$ cat config.mk
export PLATFORM = sky130hd
export DESIGN_NAME = ysyx_25030085_lsu
export DESIGN_NICKNAME = d
export VERILOG_FILES = /design/src/rtl/ysyx_25030085_lsu.sv
export SDC_FILE = /design/constraint.sdc
export NUM_CORES = 1
export LEC_CHECK = 0
export ABC_AREA = 1
export ABC_CLOCK_PERIOD_IN_PS = 2300
export CORE_MARGIN = 2
export CORE_UTILIZATION = 47
export CTS_CLUSTER_SIZE = 12
export DETAILED_ROUTE_END_ITERATION = 10
export PLACE_DENSITY = 0.81
export REMOVE_ABC_BUFFERS = 1
export SKIP_LAST_GASP = 1
export SLEW_MARGIN = 20
export SYNTH_ARGS = -nofsm -noshare
export SYNTH_HDL_FRONTEND = slang
export SYNTH_SLANG_ARGS = --single-unit
$ cat constraint.sdc
create_clock -name clk -period 2.3 [get_ports clk]
set_input_delay 0.575 -clock clk [delete_from_list [all_inputs] [get_ports clk]]
set_output_delay 0.575 -clock clk [all_outputs]
set_load 0.05 [all_outputs]
$ cat src/rtl/ysyx_25030085_lsu.sv
// ysyx_25030085_lsu -- load/store unit in front of the data memory.
//
// Takes one decoded memory operation at a time from EXU and turns it into a
// word-aligned memory request with a byte mask and lane-replicated store
// data. Load responses are byte/half extracted and sign/zero-extended before
// going to WBU. Misaligned accesses, illegal MemOp codes and memory timeouts
// complete without (or abandon) the memory request and are flagged on the
// result.
//
// Ports:
//   clk, rst                 rising-edge clock, asynchronous active-low reset
//   in_valid/in_ready        operation from EXU (MemRead, MemWrite, MemOp,
//                            addr, Read_rs2); in_ready only in IDLE
//   mem_req/mem_gnt          request to memory with mem_we, mem_addr,
//                            mem_wdata, mem_wmask
//   mem_rvalid, mem_rdata    read response
//   out_valid/out_ready      result to WBU: ReadData, misalign, fault
//   state_dbg                current FSM state (IDLE=0, REQ=1, WAIT=2, DONE=3)
//
// Handshakes: a transfer happens on a rising edge where valid and ready are
// both high. A producer holding valid keeps its payload stable until that
// edge; ready may change freely. mem_req/mem_gnt follow the same rule, with
// mem_req dropping in the cycle after the grant. mem_rvalid has no ready and
// is only consumed while waiting for load data.

module ysyx_25030085_lsu #(
  parameter int unsigned TIMEOUT = 255
) (
  input  logic        clk,
  input  logic        rst,
  input  logic        in_valid,
  output logic        in_ready,
  input  logic        MemRead,
  input  logic        MemWrite,
  input  logic [2:0]  MemOp,
  input  logic [31:0] addr,
  input  logic [31:0] Read_rs2,
  output logic        mem_req,
  input  logic        mem_gnt,
  output logic        mem_we,
  output logic [31:0] mem_addr,
  output logic [31:0] mem_wdata,
  output logic [3:0]  mem_wmask,
  input  logic        mem_rvalid,
  input  logic [31:0] mem_rdata,
  output logic        out_valid,
  input  logic        out_ready,
  output logic [31:0] ReadData,
  output logic        misalign,
  output logic        fault,
  output logic [1:0]  state_dbg
);

  typedef enum logic [1:0] {
    IDLE = 2'd0,
    REQ  = 2'd1,
    WAIT = 2'd2,
    DONE = 2'd3
  } state_t;

  state_t      state, state_n;
  logic [15:0] cnt, cnt_n;
  logic [2:0]  op_r, op_n;
  logic [1:0]  off_r, off_n;

  logic        mem_req_n, mem_we_n, out_valid_n, misalign_n, fault_n;
  logic [31:0] mem_addr_n, mem_wdata_n, read_data_n;
  logic [3:0]  mem_wmask_n;

  // Decode of the operation currently offered on the input side.
  logic        is_load, is_store, op_bad, op_mis;
  logic [3:0]  lane_mask;
  logic [31:0] lane_data;
  // Load extraction of the response word, using the registered op/offset.
  logic [7:0]  rd_byte;
  logic [15:0] rd_half;
  logic [31:0] ld_data;
  logic [16:0] cnt_inc;
  logic        cnt_hit;

  assign in_ready  = (state == IDLE) && rst;
  assign state_dbg = state;

  always_comb begin
    is_load  = MemRead;
    is_store = MemWrite && !MemRead;   // load wins when both are set
    if (is_load) op_bad = (MemOp == 3'b011) || (MemOp[2:1] == 2'b11);
    else         op_bad = is_store && (MemOp[2] || (MemOp == 3'b011));
    op_mis = ((MemOp[1:0] == 2'b01) && addr[0]) ||
             ((MemOp[1:0] == 2'b10) && (addr[1:0] != 2'b00));

    case (MemOp[1:0])
      2'b00: begin
        lane_mask = 4'b0001 << addr[1:0];
        lane_data = {4{Read_rs2[7:0]}};
      end
      2'b01: begin
        lane_mask = 4'b0011 << addr[1:0];
        lane_data = {2{Read_rs2[15:0]}};
      end
      default: begin
        lane_mask = 4'b1111;
        lane_data = Read_rs2;
      end
    endcase
  end

  always_comb begin
    rd_byte = mem_rdata[{off_r, 3'b000} +: 8];
    rd_half = mem_rdata[{off_r[1], 4'b0000} +: 16];
    case (op_r)
      3'b000:  ld_data = {{24{rd_byte[7]}}, rd_byte};
      3'b001:  ld_data = {{16{rd_half[15]}}, rd_half};
      3'b100:  ld_data = {24'd0, rd_byte};
      3'b101:  ld_data = {16'd0, rd_half};
      default: ld_data = mem_rdata;
    endcase
  end

  // cnt counts cycles already spent in REQ/WAIT; cnt_hit is true on the
  // edge that would make the count reach TIMEOUT.
  assign cnt_inc = {1'b0, cnt} + 17'd1;
  assign cnt_hit = (cnt_inc == 17'(TIMEOUT));

  always_comb begin
    state_n     = state;
    cnt_n       = cnt;
    op_n        = op_r;
    off_n       = off_r;
    mem_req_n   = mem_req;
    mem_we_n    = mem_we;
    mem_addr_n  = mem_addr;
    mem_wdata_n = mem_wdata;
    mem_wmask_n = mem_wmask;
    out_valid_n = out_valid;
    read_data_n = ReadData;
    misalign_n  = misalign;
    fault_n     = fault;

    case (state)
      IDLE: begin
        if (in_valid) begin
          cnt_n       = 16'd0;
          op_n        = MemOp;
          off_n       = addr[1:0];
          read_data_n = 32'd0;
          misalign_n  = 1'b0;
          fault_n     = 1'b0;
          state_n     = DONE;
          out_valid_n = 1'b1;
          if (!is_load && !is_store) begin
            // no memory operation: complete with zero result
          end else if (op_bad) begin
            fault_n = 1'b1;
          end else if (op_mis) begin
            misalign_n = 1'b1;
          end else begin
            state_n     = REQ;
            out_valid_n = 1'b0;
            mem_req_n   = 1'b1;
            mem_we_n    = is_store;
            mem_addr_n  = {addr[31:2], 2'b00};
            mem_wdata_n = lane_data;
            mem_wmask_n = lane_mask;
          end
        end
      end

      REQ: begin
        cnt_n = cnt_inc[15:0];
        if (mem_gnt) begin
          mem_req_n = 1'b0;
          if (mem_we) begin
            state_n     = DONE;
            out_valid_n = 1'b1;
          end else begin
            state_n = WAIT;
          end
        end else if (cnt_hit) begin
          mem_req_n   = 1'b0;
          state_n     = DONE;
          out_valid_n = 1'b1;
          fault_n     = 1'b1;
          read_data_n = 32'd0;
        end
      end

      WAIT: begin
        cnt_n = cnt_inc[15:0];
        if (mem_rvalid) begin
          state_n     = DONE;
          out_valid_n = 1'b1;
          read_data_n = ld_data;
        end else if (cnt_hit) begin
          state_n     = DONE;
          out_valid_n = 1'b1;
          fault_n     = 1'b1;
          read_data_n = 32'd0;
        end
      end

      DONE: begin
        if (out_ready) begin
          state_n     = IDLE;
          out_valid_n = 1'b0;
          read_data_n = 32'd0;
          misalign_n  = 1'b0;
          fault_n     = 1'b0;
        end
      end

      default: state_n = IDLE;
    endcase
  end

  always_ff @(posedge clk or negedge rst) begin
    if (!rst) begin
      state     <= IDLE;
      cnt       <= 16'd0;
      op_r      <= 3'd0;
      off_r     <= 2'd0;
      mem_req   <= 1'b0;
      mem_we    <= 1'b0;
      mem_addr  <= 32'd0;
      mem_wdata <= 32'd0;
      mem_wmask <= 4'd0;
      out_valid <= 1'b0;
      ReadData  <= 32'd0;
      misalign  <= 1'b0;
      fault     <= 1'b0;
    end else begin
      state     <= state_n;
      cnt       <= cnt_n;
      op_r      <= op_n;
      off_r     <= off_n;
      mem_req   <= mem_req_n;
      mem_we    <= mem_we_n;
      mem_addr  <= mem_addr_n;
      mem_wdata <= mem_wdata_n;
      mem_wmask <= mem_wmask_n;
      out_valid <= out_valid_n;
      ReadData  <= read_data_n;
      misalign  <= misalign_n;
      fault     <= fault_n;
    end
  end

endmodule

==> impl_results.md, run 1 <==
* Status: finished, final reports clean
* Least-Margin Pin Slew at 0.706 ns
* F_max at 437 MHz
* Gr usage total at 28.2%
* Slew headroom at 52.9%
* P per Cell Area at 1510 nW/um2
* First-pass GRT wire length at 35,800 um
* Main combinational cell family by area after synthesis: simple AND/OR/NAND/NOR gates
* Worst path top cell family by delay: buffers and inverters
* Start of the worst register-to-register path: cnt[1]$_DFFE_PN0P_
* Most common cell after layout, fill and taps aside: nand2_1
* Initial antenna violation count at 0
* Post-layout net count at 1,327
* Largest area contributor in the netlist: dfrtp_1
* Core area at 14,500 um2
* Layout area overhead at 48.5%
* Synth Area in Adders at 1.08%
* Clock root cell: clkbuf_16
* Worst min path class: in -> async
* Worst endpoint required time at 1.73 ns
* Slowest cell delay on critical path at 0.84 ns
* WS Path Type: reg -> out
* First-pass detailed-route iteration total at 5
* Commonest cells after routing, fill and taps aside: nand2_1, clkdlybuf4s50_1, dfrtp_1
* Setup WS post-layout at 0.0117 ns
* Final ANT Viol Nets at 0
* Final hold vios at 0
* Slew Limit Fails at 0
* Ys async rst share at 100%
* Clk pin slew, worst setup/hold paths at 0.06 ns
* WP data arrival at 1.71 ns
* Post-Place Worst Slack at -0.127 ns
* CTS tree: yes
* VDD IR max at 1.31 mV
* Drt wl/cell at 16.1 um
* Post-Route WL at 22,800 um
* Largest net degree at the start of global routing at 127
* Synth cell types at 40
* Setup violators final at 0
* Simple-Gate Fraction of Synth Area at 31.6%
* Post-Syn Area at 6940 um2
* Crit share post-route at 99.5%
* Final Wtd Congestion at 0.895
* Cells after Synth at 970
* DRC errors left at 0
* Die height at 125 um
* Starting DRC count in detailed routing at 674
* Worst setup EP type: output port
* IO Port Bufs at 212
* GRT overflow at 0
* CTS H-tree lvls at 4
* Post-synth EDFFs at 0
* Synthesized area per cell at 7.15 um2
* Fin Clk Skew at 0.00649 ns
* Dominant synthesized flop cell: dfrtp_1
* Synth Area in XOR/XNOR at 0.252%
* Final Instance Count excl. Fillers at 1,411
* RSZ-0062 raised after global routing: yes
* Fillcell total at 1,144
* Synth Register Bits at 126
* Proportion of synthesized area in mux cells at 0.721%
* Row cnt at 44
* Via count at 7,552
* Cell breakdown of the critical path: clkdlybuf4s50_1
* IO Pins at 215
* Post-synthesis compound-gate area fraction at 14.3%
* Crit path from: state_dbg[1]$_DFFE_PN0P_
* Post-Place Cells at 1,369
* Worst Setup Start Kind: flip-flop
* Die area at 15,700 um2
* Leakage at 0.00483 uW
* Area contributors post-synth: dfrtp_1, nand2_1, nor2_1
* CTS Buf Count at 17
* CP bufs+invs at 1
* Vias in the first global route at 7,266
* Clock net sink count at 126
* CP max stage cell: clkdlybuf4s50_1
* Initial Utilization at 47.9%
* Post-synthesis sequential area ratio at 45.4%
* Clock Path Buffers at 2
* Clock latency on the worst-skew pair at 0.43 ns
* Post-DP HPWL at 15,500 um
* Top cell type's share of synthesized area at 45.4%
* Crit Path Max Fanout at 5
* Fin crit period at 2.29 ns
* Antenna diodes at 0
* Share of cells above drive strength 1 at 10.4%
* Max-Cap Viols at 0
* YS warnings at 0
* Die Span X at 125 um
* Vias per cell at 5.35
## where the power goes
part	switching, uW	total [uW]	internal [uW]
Combinational	5910	8960	3050
Clock	1050	2780	1730
Sequential	725	3830	3100
Total	7690	15600	7890
## synthesized netlist by cell type, types with 3 or more instances
cell type,count
a21oi_1,57
a21oi_2,3
a31oi_1,11
buf_2,8
buf_4,3
buf_6,4
clkbuf_1,27
clkinv_1,7
dfrtp_1,126
ha_1,6
inv_1,54
inv_2,4
mux2i_1,5
nand2_1,400
nand2_2,5
nand3_1,23
nand4_1,7
nor2_1,92
nor2_2,7
nor2_4,3
o2111ai_1,3
o211ai_1,6
o21ai_0,57
o21ai_1,20
o22ai_1,11
## metrics by stage
stage	setup TNS (ns)	total power (uW)	cell area [um2]	utilization, %	hold slack (ns)
after floorplan	-68.13	9100	6730	-	0.279
after global placement	-0.426	12300	9520	65.7	0.461
after detailed placement	-4.73	12400	9520	65.7	0.465
after CTS	0	15300	10100	70.0	0.301
after global routing	-0.176	16400	10300	71.2	0.331
final	0	15600	10300	71.2	0.241
## state kept, by name, summed over array words and instances (netlist names)
name       cells
ReadData      32
mem_wdata     32
mem_addr      30
cnt           16
mem_wmask      4
op_r           3
off_r          2
state_dbg      2
fault          1
mem_req        1
mem_we         1
misalign       1
out_valid      1
## worst paths after layout
path	end	slack, ns	cells past startpoint
worst max-delay path	state_dbg[1]	0.01	1
worst min-delay path	cnt[0]$_DFFE_PN0P_	0.24	2
worst max register to register	ReadData[0]$_DFFE_PN0P_	0.08	15
worst min register to register	mem_addr[7]$_DFFE_PN0P_	0.48	2
max in group asynchronous	ReadData[18]$_DFFE_PN0P_	1.51	2
min in group clk	mem_addr[7]$_DFFE_PN0P_	0.48	2
## layout make-up
| type | instances | area (um2) | area share, % |
|---|---|---|---|
| clock buffer | 18 | 439 | 4.26 |
| tap | 184 | 230 | 2.23 |
| sequential | 126 | 3150 | 30.6 |
| clock inverter | 14 | 166 | 1.62 |
| multi-input combinational | 742 | 3440 | 33.4 |
| timing repair buffer | 262 | 2620 | 25.5 |
| inverter | 65 | 244 | 2.37 |
## metal layers
metal	track usage (%)	routed length (um)
met5	0	0
met4	9.87	677
met3	8.94	2270
met2	46.6	10900
met1	34.9	8920
## cell families after synthesis
kind of cell / after synthesis
flip-flops: 126
adder cells (fa/ha/maj): 6
AND/OR/NAND/NOR: 546
AO/OA/AOI/OAI: 177
other: 1
buffers and inverters: 107
multiplexers: 5
XOR/XNOR: 2
## repair_timing
item / CTS / global route
pin swaps: 0 / 5
gates resized for setup: 1 / 14
setup buffers: 0 / 6
cloned: 0 / 4
setup endpoints to repair: 1 / 39
hold buffers: 0 / 0
(Power assumes the default switching activity.)
==> run 2: changes to the inputs <==
--- a/config.mk
+++ b/config.mk
@@ -9,6 +9,7 @@
 export ABC_CLOCK_PERIOD_IN_PS = 2300
 export CORE_MARGIN = 2
 export CORE_UTILIZATION = 47
+export CTS_CLUSTER_DIAMETER = 100
 export CTS_CLUSTER_SIZE = 12
 export DETAILED_ROUTE_END_ITERATION = 10
 export PLACE_DENSITY = 0.81
==> results of run 2 <==
The final DEF is identical to that of run 1; final timing and power are the same.
